File: src/rtl/uart_baud_gen_frac.sv
// Fractional baud generator: divides clk by a programmable int.frac divisor and
// emits oversample, mid-bit and bit-boundary strobes with shadowed divisor updates.
module uart_baud_gen_frac #(
  parameter int     CLK_HZ   = 20000000,
  parameter int     BAUD_DEF = 9600,
  parameter int     OSR      = 16,
  parameter int     INT_W    = 16,
  parameter int     FRAC_W   = 4,
  parameter longint DIV_DEF  = (longint'(CLK_HZ) * (longint'(1) << FRAC_W)
                                + longint'(OSR * BAUD_DEF / 2)) / longint'(OSR * BAUD_DEF)
) (
  input  logic                    clk,
  input  logic                    reset,
  input  logic                    en,
  input  logic                    resync,
  input  logic                    div_wr,
  input  logic [INT_W-1:0]        div_int,
  input  logic [FRAC_W-1:0]       div_frac,
  output logic                    tick_os,
  output logic                    tick_mid,
  output logic                    tick_bit,
  output logic [$clog2(OSR)-1:0]  os_idx,
  output logic                    div_pend,
  output logic [INT_W-1:0]        cur_int,
  output logic [FRAC_W-1:0]       cur_frac
);

  localparam int                OS_W     = $clog2(OSR);
  localparam logic [INT_W-1:0]  DEF_INT  = INT_W'(DIV_DEF >>> FRAC_W);
  localparam logic [FRAC_W-1:0] DEF_FRAC = FRAC_W'(DIV_DEF);
  localparam logic [INT_W:0]    CNT_ONE  = (INT_W+1)'(1);
  localparam logic [OS_W-1:0]   OS_LAST  = OS_W'(OSR - 1);
  localparam logic [OS_W-1:0]   OS_MID   = OS_W'(OSR / 2 - 1);

  typedef enum logic {IDLE, RUN} state_t;

  state_t              state;
  logic [INT_W:0]      cnt;
  logic [INT_W:0]      p_len;
  logic [FRAC_W-1:0]   acc;
  logic [INT_W-1:0]    shd_int;
  logic [FRAC_W-1:0]   shd_frac;

  logic [INT_W-1:0]    wr_int;
  logic [INT_W-1:0]    nxt_int;
  logic [FRAC_W-1:0]   nxt_frac;
  logic [FRAC_W:0]     sum;
  logic [INT_W:0]      nxt_p;
  logic                wrap;
  logic                last_os;
  logic                load_direct;
  logic                apply_shd;

  function automatic logic [INT_W-1:0] clamp_int(input logic [INT_W-1:0] v);
    return (v < INT_W'(2)) ? INT_W'(2) : v;
  endfunction

  always_comb begin
    wr_int      = clamp_int(div_int);
    wrap        = (state == RUN) && (cnt == p_len - CNT_ONE);
    last_os     = (os_idx == OS_LAST);
    load_direct = div_wr && ((state == IDLE) || !en);
    // A pending divisor lands at a bit boundary, on resync-over-wrap, or on IDLE entry
    apply_shd   = (state == RUN) && div_pend && (!en || (wrap && (resync || last_os)));
    nxt_int     = cur_int;
    nxt_frac    = cur_frac;
    if (load_direct) begin
      nxt_int  = wr_int;
      nxt_frac = div_frac;
    end else if (apply_shd) begin
      nxt_int  = shd_int;
      nxt_frac = shd_frac;
    end
    // The next interval is sized from the divisor that becomes active on this edge
    sum   = {1'b0, resync ? FRAC_W'(0) : acc} + {1'b0, nxt_frac};
    nxt_p = {1'b0, nxt_int} + {{INT_W{1'b0}}, sum[FRAC_W]};
  end

  always_ff @(posedge clk or posedge reset) begin
    if (reset) begin
      state    <= IDLE;
      cnt      <= '0;
      acc      <= '0;
      os_idx   <= '0;
      tick_os  <= 1'b0;
      tick_mid <= 1'b0;
      tick_bit <= 1'b0;
      div_pend <= 1'b0;
      cur_int  <= DEF_INT;
      cur_frac <= DEF_FRAC;
    end else begin
      tick_os  <= 1'b0;
      tick_mid <= 1'b0;
      tick_bit <= 1'b0;
      cur_int  <= nxt_int;
      cur_frac <= nxt_frac;
      case (state)
        IDLE: begin
          cnt      <= '0;
          os_idx   <= '0;
          div_pend <= 1'b0;
          acc      <= '0;
          if (en) begin
            state <= RUN;
            acc   <= sum[FRAC_W-1:0];
          end
        end
        RUN: begin
          if (!en) begin
            state    <= IDLE;
            cnt      <= '0;
            acc      <= '0;
            os_idx   <= '0;
            div_pend <= 1'b0;
          end else begin
            if (resync) begin
              cnt    <= '0;
              os_idx <= '0;
              acc    <= sum[FRAC_W-1:0];
            end else if (wrap) begin
              cnt      <= '0;
              acc      <= sum[FRAC_W-1:0];
              os_idx   <= last_os ? '0 : os_idx + OS_W'(1);
              tick_os  <= 1'b1;
              tick_mid <= (os_idx == OS_MID);
              tick_bit <= last_os;
            end else begin
              cnt <= cnt + CNT_ONE;
            end
            // A write on the boundary edge overrides the pend-clear
            if (div_wr)
              div_pend <= 1'b1;
            else if (apply_shd)
              div_pend <= 1'b0;
          end
        end
        default: state <= IDLE;
      endcase
    end
  end

  // Interval length and shadow divisor carry no reset; both are loaded before use
  always_ff @(posedge clk) begin
    if (((state == IDLE) && en) || ((state == RUN) && en && (resync || wrap)))
      p_len <= nxt_p;
    if ((state == RUN) && en && div_wr) begin
      shd_int  <= wr_int;
      shd_frac <= div_frac;
    end
  end

endmodule
File: config.mk
export PLATFORM = sky130hd
export DESIGN_NAME = uart_baud_gen_frac
export DESIGN_NICKNAME = d
export VERILOG_FILES = /design/src/rtl/uart_baud_gen_frac.sv
export SDC_FILE = /design/constraint.sdc
export NUM_CORES = 1
export LEC_CHECK = 0
export ABC_CLOCK_PERIOD_IN_PS = 7400
export CORE_MARGIN = 10
export CORE_UTILIZATION = 50
export CTS_CLUSTER_SIZE = 28
export DETAILED_ROUTE_END_ITERATION = 8
export PLACE_DENSITY = 0.72
export SLEW_MARGIN = 30
export SYNTH_ARGS = -nofsm -noshare
export SYNTH_HDL_FRONTEND = slang
export SYNTH_SLANG_ARGS = --single-unit
File: constraint.sdc
create_clock -name clk -period 7.4 [get_ports clk]
set_input_delay 0.74 -clock clk [delete_from_list [all_inputs] [get_ports clk]]
set_output_delay 0.74 -clock clk [all_outputs]
set_load 0.01 [all_outputs]
=== Word level (Yosys, flattened, before mapping) ===
Cells that the tools add are included.

* Register bits after elaboration: 87
* Word-level logic and storage cells: 77
* Input port bits: 25
* Output and inout port bits: 28

* Bitwise logic cells: 1
* Order comparisons: 1
* $add $sub $neg: 5
* Reduce and logical (&&, ||, !) cells: 15
* Muxes and demuxes: 37
* Equal/unequal tests: 5

{| class="wikitable"
|+ Operators with widths
! operator !! count
|-
| $mux 17 || 3
|-
| $mux 16 || 3
|-
| $mux 4 || 11
|-
| $pmux 17 s2 || 1
|-
| $add 16x1->17 || 1
|-
| $add 17x1->17 const B || 1
|-
| $eq 17x17->1 || 1
|-
| $sub 17x1->17 const B || 1
|-
| $lt 16x2->1 const B || 1
|-
| $mux 1 || 16
|-
| $pmux 4 s2 || 2
|-
| $logic_and 1x1->1 || 9
|-
| $ne 4x3->1 const B || 2
|-
| $add 4x4->5 || 1
|-
| $logic_or 1x1->1 || 5
|-
| $add 4x1->4 const B || 1
|-
| $eq 4x3->1 const B || 1
|-
| $eq 4x4->1 const B || 1
|-
| $pmux 1 s2 || 1
|-
| $logic_not 1->1 || 1
|-
| $not 1->1 || 1
|}

=== Longest topological paths before layout ===
* Word-level depth: 13
* Gate-level depth with buffers: 25
* Gate-level depth less buffers: 24

=== Worst setup path before layout ===
OpenSTA, ideal clock, no wires.

* Path kind: register to register
* Start point: register p_len[0]
* End point: register p_len[12], data pin
* Arrival: 5117 ps
* Buffers on the path: 1
* Cell stages (with the launch flop): 26
* Path slack: 2025 ps
* Data required time: 7142 ps
* Library setup time: 258 ps
* Path through: edfxtp_1 > inv_1 > ha_1 > nor3b_2 > nand3_1 > or4_1 > a22o_1 > nand4b_1 > o21ai_0 > nand2_1 > mux2i_1 > o21ai_0 > ha_1 > inv_1 > fa_1 > nor2b_1 > o21ai_0 > nand2b_1 > ha_1 > ha_1 > nand2b_1 > a221oi_2 > and4_1 > buf_2 > nand4_1 > xnor2_1

* Word-level cells in the longest chain between the ends: 10

{| class="wikitable"
|+ Ends and longest elaborated chain
! element !! RTL line !! source
|-
| start, declared || 39 || <nowiki>logic [INT_W:0] p_len;</nowiki>
|-
| start signal, assigned || 145 || <nowiki>p_len <= nxt_p;</nowiki>
|-
| $sub 17x1->17 || 60 || <nowiki>wrap = (state == RUN) && (cnt == p_len - CNT_ONE);</nowiki>
|-
| $eq 17x17->1 || 60 ||
|-
| $logic_and 1x1->1 || 60 ||
|-
| $logic_and 1x1->1 || 64 || <nowiki>apply_shd = (state == RUN) && div_pend && (!en || (wrap && (resync || last_os)));</nowiki>
|-
| $logic_or 1x1->1 || 64 ||
|-
| $logic_and 1x1->1 || 64 ||
|-
| $mux 4 || 70 || <nowiki>end else if (apply_shd) begin</nowiki>
|-
| $mux 4 || 67 || <nowiki>if (load_direct) begin</nowiki>
|-
| net nxt_frac[0] || 46 || <nowiki>logic [FRAC_W-1:0] nxt_frac;</nowiki>
|-
| $add 4x4->5 || 75 || <nowiki>sum = {1'b0, resync ? FRAC_W'(0) : acc} + {1'b0, nxt_frac};</nowiki>
|-
| $add 16x1->17 || 76 || <nowiki>nxt_p = {1'b0, nxt_int} + {{INT_W{1'b0}}, sum[FRAC_W]};</nowiki>
|-
| net nxt_p[12] || 48 || <nowiki>logic [INT_W:0] nxt_p;</nowiki>
|}

The timed path passes the listed nets, and every way through them passes these cells.
A chain may end at the register's enable or synchronous reset.

=== Final worst setup path ===
Ends and elaborated chain as after synthesis.

==> insert_results.sql <==
INSERT INTO impl_metrics (metric_group, metric, value, unit) VALUES
('timing', 'fin_crit_sh', '86.3', '%'),
('logic_synthesis', 'synthCells', '451', ''),
('setup_path', 'timing.critical_path.required', '7.52', 'ns'),
('global_route', 'maximum_number_of_pins_on_one_net_before_global_route_repair', '51', ''),
('setup_path', 'critical_path_peak_fanout', '7', ''),
('setup_path', 'worst_path_most_repeated_cell', 'ha_1', ''),
('cells_and_area', 'nets', '519', ''),
('cells_and_area', 'antenna_diode_instance_count', '0', ''),
('drt', 'viasPerCell', '5.58', ''),
('die', 'die_area', '13800', 'um^2'),
('cells_and_area', 'final_layout_size_suffix_gt1_share', '8.38', '%'),
('setup_path', 'cp-end-kind', 'flip-flop', ''),
('logic_synthesis', 'syn-num-nets', '486', ''),
('global_route', 'grt_usage', '15.7', '%'),
('run', 'timing.max_cap.violations', '0', ''),
('clocking', 'cts_max_level', '3', ''),
('power', 'sequential_cell_fraction_of_total_power', '47.8', '%'),
('timing', 'finalMaxSlewViolations', '0', ''),
('logic_synthesis', 'synth-seq-cells', '87', ''),
('power', 'net-switching-power', '328', 'uW'),
('drt', 'total_vias_in_the_final_route', '3446', ''),
('setup_path', 'worst-setup-path-type', 'reg2reg', ''),
('clocking', 'clockRootBuffer', 'clkbuf_8', ''),
('timing', 'final_period_minus_worst_setup_slack', '6.39', 'ns'),
('setup_path', 'start_kind', 'flip-flop', ''),
('power', 'power.share.combinational', '17.8', '%'),
('logic_synthesis', 'synth.avg_cell_area', '10.5', 'um^2'),
('global_route', 'antenna_found_initial', '0', ''),
('drt', 'postRouteAntennaNets', '0', ''),
('cells_and_area', 'finalInstanceArea', '5580', 'um^2'),
('logic_synthesis', 'synth-seq-area-share', '49.8', '%'),
('clocking', 'clock_tree.buffer_depth', '2', ''),
('placement', 'i_o_buffers', '52', ''),
('logic_synthesis', 'asyncSetResetFlopFracSynth', '57.5', '%'),
('power', 'worst_ir_drop_vdd', '0.000120', 'V'),
('timing', 'totalNegativeSetupSlack', '0', 'ns'),
('drt', 'drt_pre_antenna_iters', '4', ''),
('setup_path', 'crit_buf_inv', '2', ''),
('global_route', 'gr-total-overflow', '0', ''),
('setup_path', 'worstPathArrival', '6.50', 'ns'),
('cells_and_area', 'layout.cells.non_filler', '618', ''),
('clocking', 'clock_sink_count', '87', ''),
('timing', 'report.final.setup_viol', '0', ''),
('die', 'io_pins', '53', ''),
('cells_and_area', 'finalCoreUtilization', '60.4', '%'),
('setup_path', 'worst-r2r-cell-count', '24', ''),
('logic_synthesis', 'synthFlopType', 'dfrtp_1', ''),
('timing', 'maxClockFrequency', '157', 'MHz'),
('logic_synthesis', 'ys_warn_count', '0', ''),
('drt', 'drt-initial-drc-count', '226', ''),
('setup_path', 'worstSetupPathDepth', '24', ''),
('timing', 'rsz_0062_raised_after_global_routing', 'no', ''),
('placement', 'post-place-cells', '602', ''),
('die', 'placementRows', '35', ''),
('logic_synthesis', 'netlist_area', '4750', 'um^2'),
('drt', 'wl', '10800', 'um'),
('placement', 'dpl.hpwl', '7860', 'um'),
('clocking', 'post_cts_buffers', '0', ''),
('timing', 'timing.clock.skew', '0.0142', 'ns'),
('logic_synthesis', 'synth_cell_types', '62', ''),
('run_status', 'outcome', 'finished clean', ''),
('cells_and_area', 'areaGrowthSynthToFinish', '17.5', '%'),
('power', 'clock_power_share', '34.4', '%'),
('logic_synthesis', 'edff_count_synth', '37', ''),
('setup_path', 'crit_path_max_incr_delay', '0.56', 'ns'),
('clocking', 'clk_pin_slew', '0.10', 'ns'),
('clocking', 'clock_tree_from_tritoncts', 'done', ''),
('die', 'floorplan.die.width', '117', 'um'),
('drt', 'drt-wirelength-per-cell', '17.4', 'um'),
('power', 'leakage_dissipation', '2.21', 'nW'),
('setup_path', 'crit_family', 'simple AND/OR/NAND/NOR gates', '');
[layer usage]
layer  GRT usage [%]  part of all wire, %  routed length [um]
met1            19.3                   46                4920
met2            26.0                   49                5230
met3            4.41                  4.6                 499
met4            4.79                  1.1                 122
met5               0                    0                   0
[worst register-to-register path: stages (launching register included)]
cell and delay, ns:
edfxtp_1 0.47, inv_1 0.09, ha_1 0.26, nor3b_2 0.40, nand3_1 0.25, or4_1 0.56
a22o_1 0.21, nand4b_1 0.38, o21ai_0 0.37, nand2_1 0.31, mux2i_1 0.20, o21ai_0 0.26
ha_1 0.21, inv_1 0.05, fa_1 0.40, nor2b_1 0.14, o21ai_0 0.08, nand2b_1 0.09
ha_1 0.17, ha_1 0.20, nand2b_1 0.10, a221oi_2 0.24, and4_1 0.38, nand4_1 0.17
xnor2_1 0.16
[power groups by stage]
stage	sequential, mW	combinational (mW)	clock (mW)
after floorplan	0.585	0.127	0
after global placement	0.585	0.208	0
after detailed placement	0.585	0.213	0
after CTS	0.576	0.216	0.424
after global routing	0.581	0.238	0.444
final	0.576	0.215	0.415
[state kept, by name, indices dropped and copies added (netlist names), 4 cells and up]
| name | flops |
|---|---|
| shd_frac | 4 |
| acc | 4 |
| shd_int | 16 |
| cur_frac | 4 |
| cur_int | 16 |
| p_len | 17 |
| os_idx | 4 |
| cnt | 17 |
[through the flow]
stage | hold WS, ns | worst slack, ns | total power, mW
floorplan | 0.484 | 2.03 | 0.712
global placement | 0.479 | 1.54 | 0.794
detailed placement | 0.500 | 1.13 | 0.798
CTS | 0.512 | 1.03 | 1.22
global route | 0.544 | 0.581 | 1.26
finish | 0.511 | 1.01 | 1.21
[layout make-up]
cell class,instances,area [um^2]
fillers,777,3660
flip-flops and latches,87,2370
multi-input cells,305,2170
repair buffers,52,520
well taps,129,161
clock inverters,7,128
clock buffers,9,124
inverters,29,111
[cell usage in the layout, fill, tap and decap left out, drive strengths merged, types with 7 or more instances in the layout]
cell type       n
and3           19
ha              9
dfrtp          46
mux2i           7
nand3          21
a221oi          9
nor2           34
clkdlybuf4s50  52
xnor2          30
a221o          16
a21oi           7
o21ai          17
inv            32
edfxtp         37
clkbuf          9
nand2          27
xor2           20
nand4          11
nor3           10
[synth_stat cells (all sizes together), types with 2 or more instances]
cell,count,share of area [%]
dfrtp,46,24
edfxtp,37,23
nor2,34,2.7
xnor2,30,5.5
inv,29,2.3
nand2,27,2.2
clkbuf,24,1.9
nand3,21,2.2
xor2,20,3.7
and3,19,2.5
o21ai,17,1.8
a221o,16,3.4
nand4,11,1.6
nor3,10,1.2
a221oi,9,2.1
ha,9,2.4
a21oi,7,0.74
mux2i,7,1.5
buf,6,1.1
a31oi,5,0.66
and2,5,0.66
nor4,5,0.79
or3,5,0.76
or4,5,0.87
a211oi,4,0.74
dfstp,4,2.2
o21a,4,0.79
o31ai,4,0.63
a22oi,3,0.58
nand2b,3,0.39
nor2b,3,0.39
o211ai,3,0.47
a21o,2,0.32
and4,2,0.37
[path summary, 6_finish.rpt]
check	startpoint	endpoint	slack, ns
max in group asynchronous	reset	os_idx[3]	6.17
setup / recovery	p_len[0]	p_len[12]	1.01
setup reg to reg	p_len[0]	p_len[12]	1.01
hold / removal	os_idx[3]	tick_mid	0.51
hold reg to reg	os_idx[3]	tick_mid	0.51
min in group asynchronous	reset	acc[3]	0.81
[logic make-up (layout without fill, tap and decap cells)]
logic type                 after synthesis  count (layout)  synth area share, %
DFF                                     87              87                 49.8
buffers and inverters                   59              97                 5.27
xor gates and xnor gates                50              50                 9.22
and+or+nand+nor                        158             158                 18.2
AOI/OAI and AO/OA                       80              80                 13.2
adders and majority gates               10              10                 2.79
muxes                                    7               7                 1.47
(Power assumes the default switching activity.)
